## src/rtl/uart_pkg.sv

```systemverilog
// Shared UART definitions: parity encodings, transmitter FSM states and the
// clocks-per-bit calculation reused by the transmitter and the future receiver.
package uart_pkg;

    localparam int PAR_NONE = 0;
    localparam int PAR_ODD  = 1;
    localparam int PAR_EVEN = 2;

    typedef enum logic [2:0] {
        S_IDLE,
        S_START,
        S_DATA,
        S_PARITY,
        S_STOP
    } tx_state_t;

    // Rounded to the nearest whole clock so the bit period error stays under half a clock.
    function automatic int baud_div(input int clk_freq, input int baud);
        return (clk_freq + baud / 2) / baud;
    endfunction

endpackage

```

## src/rtl/uart_tx_fifo.sv

```systemverilog
// Synchronous word FIFO in front of the UART shifter; pop data is the head word, valid while !empty.
// Push is refused while full, even if a pop happens the same cycle; full/empty are registered.
module uart_tx_fifo #(
    parameter int WIDTH = 8,
    parameter int DEPTH = 4
) (
    input  logic                     clk,
    input  logic                     reset_n,
    input  logic                     push,
    input  logic [WIDTH-1:0]         push_data,
    input  logic                     pop,
    output logic [WIDTH-1:0]         pop_data,
    output logic                     full,
    output logic                     empty,
    output logic [$clog2(DEPTH):0]   count
);

    localparam int AW = $clog2(DEPTH);

    logic [WIDTH-1:0] mem [DEPTH];
    logic [AW-1:0]    wr_ptr;
    logic [AW-1:0]    rd_ptr;
    logic [AW:0]      count_nxt;
    logic             do_push;
    logic             do_pop;

    assign do_push  = push && !full;
    assign do_pop   = pop && !empty;
    assign pop_data = mem[rd_ptr];

    always_comb begin
        count_nxt = count;
        if (do_push && !do_pop) begin
            count_nxt = count + 1'b1;
        end else if (do_pop && !do_push) begin
            count_nxt = count - 1'b1;
        end
    end

    always_ff @(posedge clk or negedge reset_n) begin
        if (!reset_n) begin
            wr_ptr <= '0;
            rd_ptr <= '0;
            count  <= '0;
            full   <= 1'b0;
            empty  <= 1'b1;
        end else begin
            if (do_push) begin
                wr_ptr <= wr_ptr + 1'b1;
            end
            if (do_pop) begin
                rd_ptr <= rd_ptr + 1'b1;
            end
            count <= count_nxt;
            full  <= (count_nxt == (AW+1)'(DEPTH));
            empty <= (count_nxt == '0);
        end
    end

    always_ff @(posedge clk) begin
        if (do_push) begin
            mem[wr_ptr] <= push_data;
        end
    end

endmodule

```

## src/rtl/uart_tx_cfg.sv

```systemverilog
// Configurable UART transmitter: FIFO-buffered words sent LSB-first, frames back-to-back.
// First start bit drives one clock after the push; wr_ready deasserts while the FIFO is full.
module uart_tx_cfg
    import uart_pkg::*;
#(
    parameter int CLK_FREQ   = 50000000,
    parameter int BAUD       = 115200,
    parameter int DATA_BITS  = 8,
    parameter int PARITY     = 0,
    parameter int STOP_BITS  = 1,
    parameter int FIFO_DEPTH = 4
) (
    input  logic                          clk,
    input  logic                          reset_n,
    input  logic [DATA_BITS-1:0]          wr_data,
    input  logic                          wr_valid,
    output logic                          wr_ready,
    output logic                          tx,
    output logic                          busy,
    output logic [$clog2(FIFO_DEPTH):0]   fifo_count
);

    localparam int BAUD_DIV = baud_div(CLK_FREQ, BAUD);
    localparam int CW       = (BAUD_DIV > 2) ? $clog2(BAUD_DIV) : 1;

    if (DATA_BITS < 5 || DATA_BITS > 9) begin : g_bad_data_bits
        $error("uart_tx_cfg: DATA_BITS must be 5..9");
    end
    if (PARITY < PAR_NONE || PARITY > PAR_EVEN) begin : g_bad_parity
        $error("uart_tx_cfg: PARITY must be 0, 1 or 2");
    end
    if (STOP_BITS < 1 || STOP_BITS > 2) begin : g_bad_stop_bits
        $error("uart_tx_cfg: STOP_BITS must be 1 or 2");
    end
    if (FIFO_DEPTH < 2 || (FIFO_DEPTH & (FIFO_DEPTH - 1)) != 0) begin : g_bad_depth
        $error("uart_tx_cfg: FIFO_DEPTH must be a power of two >= 2");
    end
    if (BAUD_DIV < 2) begin : g_bad_baud_div
        $error("uart_tx_cfg: BAUD_DIV must be at least 2");
    end

    tx_state_t            state;
    logic [CW-1:0]        baud_cnt;
    logic [3:0]           bit_cnt;
    logic [DATA_BITS-1:0] shift;
    logic                 par_bit;
    logic [DATA_BITS-1:0] fifo_dat;
    logic                 fifo_full;
    logic                 fifo_empty;
    logic                 push;
    logic                 pop;
    logic                 baud_last;
    logic                 stop_done;

    assign wr_ready  = !fifo_full;
    assign push      = wr_valid && !fifo_full;
    assign baud_last = (baud_cnt == CW'(BAUD_DIV - 1));
    assign stop_done = (state == S_STOP) && baud_last && (bit_cnt == 4'(STOP_BITS - 1));
    // A new frame is fetched either from idle or straight off the last stop clock.
    assign pop       = !fifo_empty && ((state == S_IDLE) || stop_done);

    uart_tx_fifo #(
        .WIDTH (DATA_BITS),
        .DEPTH (FIFO_DEPTH)
    ) u_fifo (
        .clk       (clk),
        .reset_n   (reset_n),
        .push      (push),
        .push_data (wr_data),
        .pop       (pop),
        .pop_data  (fifo_dat),
        .full      (fifo_full),
        .empty     (fifo_empty),
        .count     (fifo_count)
    );

    always_ff @(posedge clk or negedge reset_n) begin
        if (!reset_n) begin
            state    <= S_IDLE;
            tx       <= 1'b1;
            busy     <= 1'b0;
            baud_cnt <= '0;
            bit_cnt  <= '0;
            shift    <= '0;
            par_bit  <= 1'b0;
        end else begin
            if (push) begin
                busy <= 1'b1;
            end else if (stop_done && fifo_empty) begin
                busy <= 1'b0;
            end

            if (pop) begin
                shift    <= fifo_dat;
                par_bit  <= (^fifo_dat) ^ (PARITY == PAR_ODD);
                baud_cnt <= '0;
                bit_cnt  <= '0;
                state    <= S_START;
                tx       <= 1'b0;
            end else begin
                case (state)
                    S_IDLE: begin
                        tx <= 1'b1;
                    end
                    S_START: begin
                        if (baud_last) begin
                            baud_cnt <= '0;
                            state    <= S_DATA;
                            tx       <= shift[0];
                        end else begin
                            baud_cnt <= baud_cnt + 1'b1;
                        end
                    end
                    S_DATA: begin
                        if (baud_last) begin
                            baud_cnt <= '0;
                            shift    <= shift >> 1;
                            if (bit_cnt == 4'(DATA_BITS - 1)) begin
                                bit_cnt <= '0;
                                if (PARITY != PAR_NONE) begin
                                    state <= S_PARITY;
                                    tx    <= par_bit;
                                end else begin
                                    state <= S_STOP;
                                    tx    <= 1'b1;
                                end
                            end else begin
                                bit_cnt <= bit_cnt + 1'b1;
                                tx      <= shift[1];
                            end
                        end else begin
                            baud_cnt <= baud_cnt + 1'b1;
                        end
                    end
                    S_PARITY: begin
                        if (baud_last) begin
                            baud_cnt <= '0;
                            state    <= S_STOP;
                            tx       <= 1'b1;
                        end else begin
                            baud_cnt <= baud_cnt + 1'b1;
                        end
                    end
                    S_STOP: begin
                        if (baud_last) begin
                            baud_cnt <= '0;
                            if (bit_cnt == 4'(STOP_BITS - 1)) begin
                                state <= S_IDLE;
                                tx    <= 1'b1;
                            end else begin
                                bit_cnt <= bit_cnt + 1'b1;
                            end
                        end else begin
                            baud_cnt <= baud_cnt + 1'b1;
                        end
                    end
                    default: begin
                        state <= S_IDLE;
                        tx    <= 1'b1;
                    end
                endcase
            end
        end
    end

endmodule

```

## config.mk

```make
export PLATFORM = sky130hd
export DESIGN_NAME = uart_tx_cfg
export DESIGN_NICKNAME = d
export VERILOG_FILES = /design/src/rtl/uart_pkg.sv /design/src/rtl/uart_tx_fifo.sv /design/src/rtl/uart_tx_cfg.sv
export SDC_FILE = /design/constraint.sdc
export NUM_CORES = 1
export LEC_CHECK = 0
export CAP_MARGIN = 25
export CORE_UTILIZATION = 40
export CTS_CLUSTER_SIZE = 28
export DETAILED_ROUTE_END_ITERATION = 7
export DONT_BUFFER_PORTS = 1
export PLACE_DENSITY = 0.56
export SLEW_MARGIN = 40
export SYNTH_ARGS = -nofsm -noshare
export SYNTH_HDL_FRONTEND = slang
export SYNTH_SLANG_ARGS = --single-unit
```

## constraint.sdc

```tcl
create_clock -name clk -period 4.5 [get_ports clk]
set_clock_uncertainty 0.2 [all_clocks]
set_input_delay 0.45 -clock clk [delete_from_list [all_inputs] [get_ports clk]]
set_output_delay 0.45 -clock clk [all_outputs]
set_load 0.005 [all_outputs]
```

* After elaboration in Yosys (flattened, before gate mapping)
Memories as Yosys holds them, arrays and structs flattened. Cells that the tools add are included.
Cells by class: equality and inequality tests 15, reduce and logical (&&, ||, !) cells 27, $add $sub $neg 6, muxes and demuxes 34
Operators by type and width (count):
- $mux 3 | 9
- $mux 9 | 3
- $mux 8 | 3
- $mux 4 | 5
- $ne 3x2->1 const B | 6
- $pmux 3 s5 | 1
- $mux 1 | 11
- $add 9x1->9 const B | 1
- $eq 9x9->1 const B | 1
- $logic_and 1x1->1 | 9
- $pmux 4 s2 | 1
- $reduce_bool 2->1 | 4
- $reduce_and 7->1 | 1
- $eq 3x2->1 const B | 2
- $eq 3x3->1 const B | 2
- $logic_not 3->1 | 2
- $reduce_and 5->1 | 1
- $add 2x1->2 const B | 2
- $add 4x1->4 const B | 1
- $eq 4x3->1 const B | 1
- $logic_not 1->1 | 4
- $logic_not 4->1 | 1
- $pmux 1 s4 | 1
- $reduce_and 4->1 | 1
- other kinds (9) | 9
Word-level totals: register bits 35, bits of input ports 11, memory bits (writable) 32, memories 1
Memory list:
- u_fifo.mem | depth 4, width 8, read ports 1, clocked after memory_dff 0, wr ports 1, line uart_tx_fifo.sv:20 | logic [WIDTH-1:0] mem [DEPTH];

* Longest topological paths before layout
word-level depth 10, mapped depth 8, depth with buffers taken out 7

* By module
Synthesis repeated with hierarchy kept, for this count alone.
Second synthesis, totals: cells, all modules 253, area, all modules 3283.1 um^2
By module, submodules not included:
- uart_tx_fifo | cells an instance 94, area an instance 1709.1 um^2, seq. area each 1187.4 um^2, times used 1
- uart_tx_cfg | cells an instance 159, area an instance 1574.0 um^2, seq. area each 651.9 um^2, times used 1

* Least setup slack after synthesis
OpenSTA, ideal clock, no wires.
path type register to register, from reg bit_cnt[0], to reg shift[7], clock period less this slack 2.548 ns, data required time 4.179 ns, buffers on the path 0, data arrival time 2.227 ns, cell stages (with the launch flop) 8, setup time 0.121 ns, setup slack 1.952 ns, cells stage by stage dfrtp_1 > inv_1 > ha_1 > or3b_2 > or4_2 > nand2_1 > nor2_1 > a22o_1
On the way: word-level cells in the longest chain between the ends 6
Ends and longest elaborated chain:
- from (decl) | line uart_tx_cfg.sv:44 | logic [3:0] bit_cnt;
- from (signal assigned) | line uart_tx_cfg.sv:128 | bit_cnt <= bit_cnt + 1'b1;
- from (signal assigned) | line uart_tx_cfg.sv:151 | bit_cnt <= bit_cnt + 1'b1;
- $logic_not 4->1 (*) | line uart_tx_cfg.sv:58 | assign stop_done = (state == S_STOP) && baud_last && (bit_cnt == 4'(STOP_BITS - 1));
- $logic_and 1x1->1 (*) | line uart_tx_cfg.sv:58
- $logic_or 1x1->1 (*) | line uart_tx_cfg.sv:60 | assign pop = !fifo_empty && ((state == S_IDLE) || stop_done);
- $logic_and 1x1->1 (*) | line uart_tx_cfg.sv:60
- $reduce_bool 2->1 (no source line)
- $reduce_and 2->1 (no source line)
- to (signal assigned) | line uart_tx_cfg.sv:94 | shift <= fifo_dat;
- to (signal assigned) | line uart_tx_cfg.sv:117 | shift <= shift >> 1;
- to (decl) | line uart_tx_cfg.sv:45 | logic [DATA_BITS-1:0] shift;
Every way passes the cells marked *; elsewhere a longest branch is shown, timed or not. A chain may end at the register's enable or synchronous reset.

* Final worst setup path
Same ends and word-level chain as after synthesis.

==> out/results.ini <==
[floorplan]
die_w_microns = 90.7
rows = 31
core_sq_um = 7410
initial_core_util = 0.425
design.portCount = 17
die_area_sq_um = 8230
fp.dieH_microns = 90.7

[global_route]
antenna_found_initial = 0
grtUsageTotal = 0.154
grt_max_degree = 36
grt_pass1_wl_microns = 9660
gr-total-overflow = 0
grt_pass1_vias = 1900

[route]
drt_iter0_drc = 74
top_layer = met4
drc = 0
route.met3.wl_microns = 184
wl_microns = 5750
wl_met2_microns = 2710
wl_met1_microns = 2800
wl_per_cell_microns = 15.4
vias_per_cell = 5.29
num_vias = 1979
drtPass1Iterations = 4
drtAntennaViolNets = 0

[synth]
synth_edf_count = 32
syn-cell-area_sq_um = 3150
ys_ff_latch = 67
ys_types = 51
synth-seq-area-share = 0.584
async_flop_share = 0.522
synth.avg_cell_area_sq_um = 12.2
synth_ff_type = dfrtp_1
yosys_warnings = 0
synth_cells = 258
syn_nets = 279

[pwr]
peakVddDrop_mv = 0.372
p_per_area_nw_per_um2 = 548
p_leak_nw = 1.33

[final_layout]
multi_input_area_sq_um = 1220
register_area_sq_um = 1840
final_common_cell = dfrtp_1
num_antenna_cells = 0
syn2layout_area_growth_pct = 12.8
final_util = 0.479
final_cell_mix = 33 x dfrtp_1, 32 x edfxtp_1, 25 x nand2_1
layout-drive-gt1-share = 0.135
final_nets = 291
fillCellCount = 652

[timing]
worstMarginPinSlew_ns = 0.809
hold_slack_ns = 0.131
hold_viol = 0
fin_crit_ns = 3.15
rsz0062_at_grt = false
drv_slew = 0
setup_violations = 0
period_share = 0.701
slew_headroom = 0.456
finalWorstSetupSlack_ns = 1.35
fmax_mhz = 317
tns_ns = 0

[clock_tree]
cts.sinks = 67
clockBufferDepth = 2
postCtsHoldBufs = 10
clk_pin_slew_ns = 0.08
clockRootBuffer = clkbuf_8
clock_latency_ns = 0.34
cts_tree = done
cts_resized = 0
h-tree-depth = 3
post-cts-setup-buffers = 0
cts_buffers = 9

[setup_path]
crit_chain = inv_1, ha_1, or3b_2, or4_2, nand2_1, nor2_1, a22o_1
cpMaxStageDelayCell = or4_2
endpoint_kind = register
required_ns = 4.54
crit_family = simple AND/OR/NAND/NOR gates
cpPeakStageDelay_ns = 0.73
start_kind = register
critPathBufInv = 1
crit_arrival_ns = 3.19
path_max_fanout = 25
criticalPathCategory = reg -> reg

[placement]
routabilityCongestion = 0.739
dpl_worst_slack_ns = 1.33
place_hpwl_microns = 3850
io_buffers = 0

[job]
max-cap-violations = 0

[outcome]
status = finished, final reports clean

[hold_path]
hold_class = in -> reg

layout make-up:
class / count / share of cell area
multi-input combinational: 168 / 0.343
tap: 99 / 0.0349
clock buffer: 9 / 0.0349
sequential: 67 / 0.518
clock inverter: 7 / 0.0229
timing repair buffer: 10 / 0.0310
inverter: 14 / 0.0148
registers in the layout (all words and copies together), names as in the netlist:
| name | count |
|---|---|
| state | 3 |
| bit_cnt | 4 |
| shift | 8 |
| u_fifo.count | 3 |
| tx | 1 |
| u_fifo.mem | 32 |
| u_fifo.empty | 1 |
| u_fifo.full | 1 |
| baud_cnt | 9 |
| busy | 1 |
| u_fifo.rd_ptr | 2 |
| u_fifo.wr_ptr | 2 |
path summary, 6_finish.rpt:
path | start | endpoint | cells past startpoint | slack, ns
max reg2reg | bit_cnt[0]$_DFFE_PN0P_ | shift[7]$_DFFE_PN0P_ | 7 | 1.35
min in group asynchronous | reset_n | state[1]$_DFFE_PN0P_ | 2 | 0.36
max in group asynchronous | reset_n | u_fifo.empty$_DFF_PN1_ | 2 | 3.48
min reg2reg | shift[0]$_DFFE_PN0P_ | shift[0]$_DFFE_PN0P_ | 1 | 0.30
min | wr_valid | busy$_DFFE_PN0P_ | 2 | 0.13
max | bit_cnt[0]$_DFFE_PN0P_ | shift[7]$_DFFE_PN0P_ | 7 | 1.35
metrics by stage:
stage	cells	instance area, sq um	power (mW)
after CTS	374	3550	1.97
after detailed placement	348	3230	1.43
after floorplan	258	3150	1.31
after global placement	348	3230	1.42
final	374	3550	1.95
after global routing	374	3550	2.07
routing by layer:
metal	global-route usage	up-vias
met5	0	-
met3	0.0455	4
li1	-	987
met1	0.205	960
met4	0.0685	0
met2	0.232	28
synthesized netlist by cell type (all sizes together), types with 2 or more instances:
cell    count  share of area
nor3       10          0.017
a221oi      2         0.0076
dfrtp      33           0.26
or3         4         0.0080
a22o        4          0.012
o21ai      16          0.025
xnor2       4          0.011
and2        8          0.016
o31ai       5          0.012
inv        14          0.017
a21o        2         0.0048
buf         4         0.0056
dfstp       2          0.017
nand2      25          0.030
nand3b      3         0.0072
clkbuf      5         0.0060
a21oi      13          0.021
mux4        8          0.057
nor3b       2         0.0048
ha         10          0.040
a31oi       4         0.0080
or4         3         0.0076
edfxtp     32           0.31
nor2       12          0.014
nand3       6         0.0095
nor2b       2         0.0040
mux2i       7          0.022
power by group:
part	internal (mW)	switching, mW
Clock	0.264	0.254
Sequential	0.811	0.153
Combinational	0.237	0.226
kinds of logic after synthesis:
family | synth area share
AND/OR/NAND/NOR | 0.135
adder cells (fa/ha/maj) | 0.0398
XOR/XNOR | 0.0139
AO/OA/AOI/OAI | 0.119
flip-flops | 0.584
multiplexers | 0.0795
buffers and inverters | 0.0282
Power figures use the tool's default switching activity.
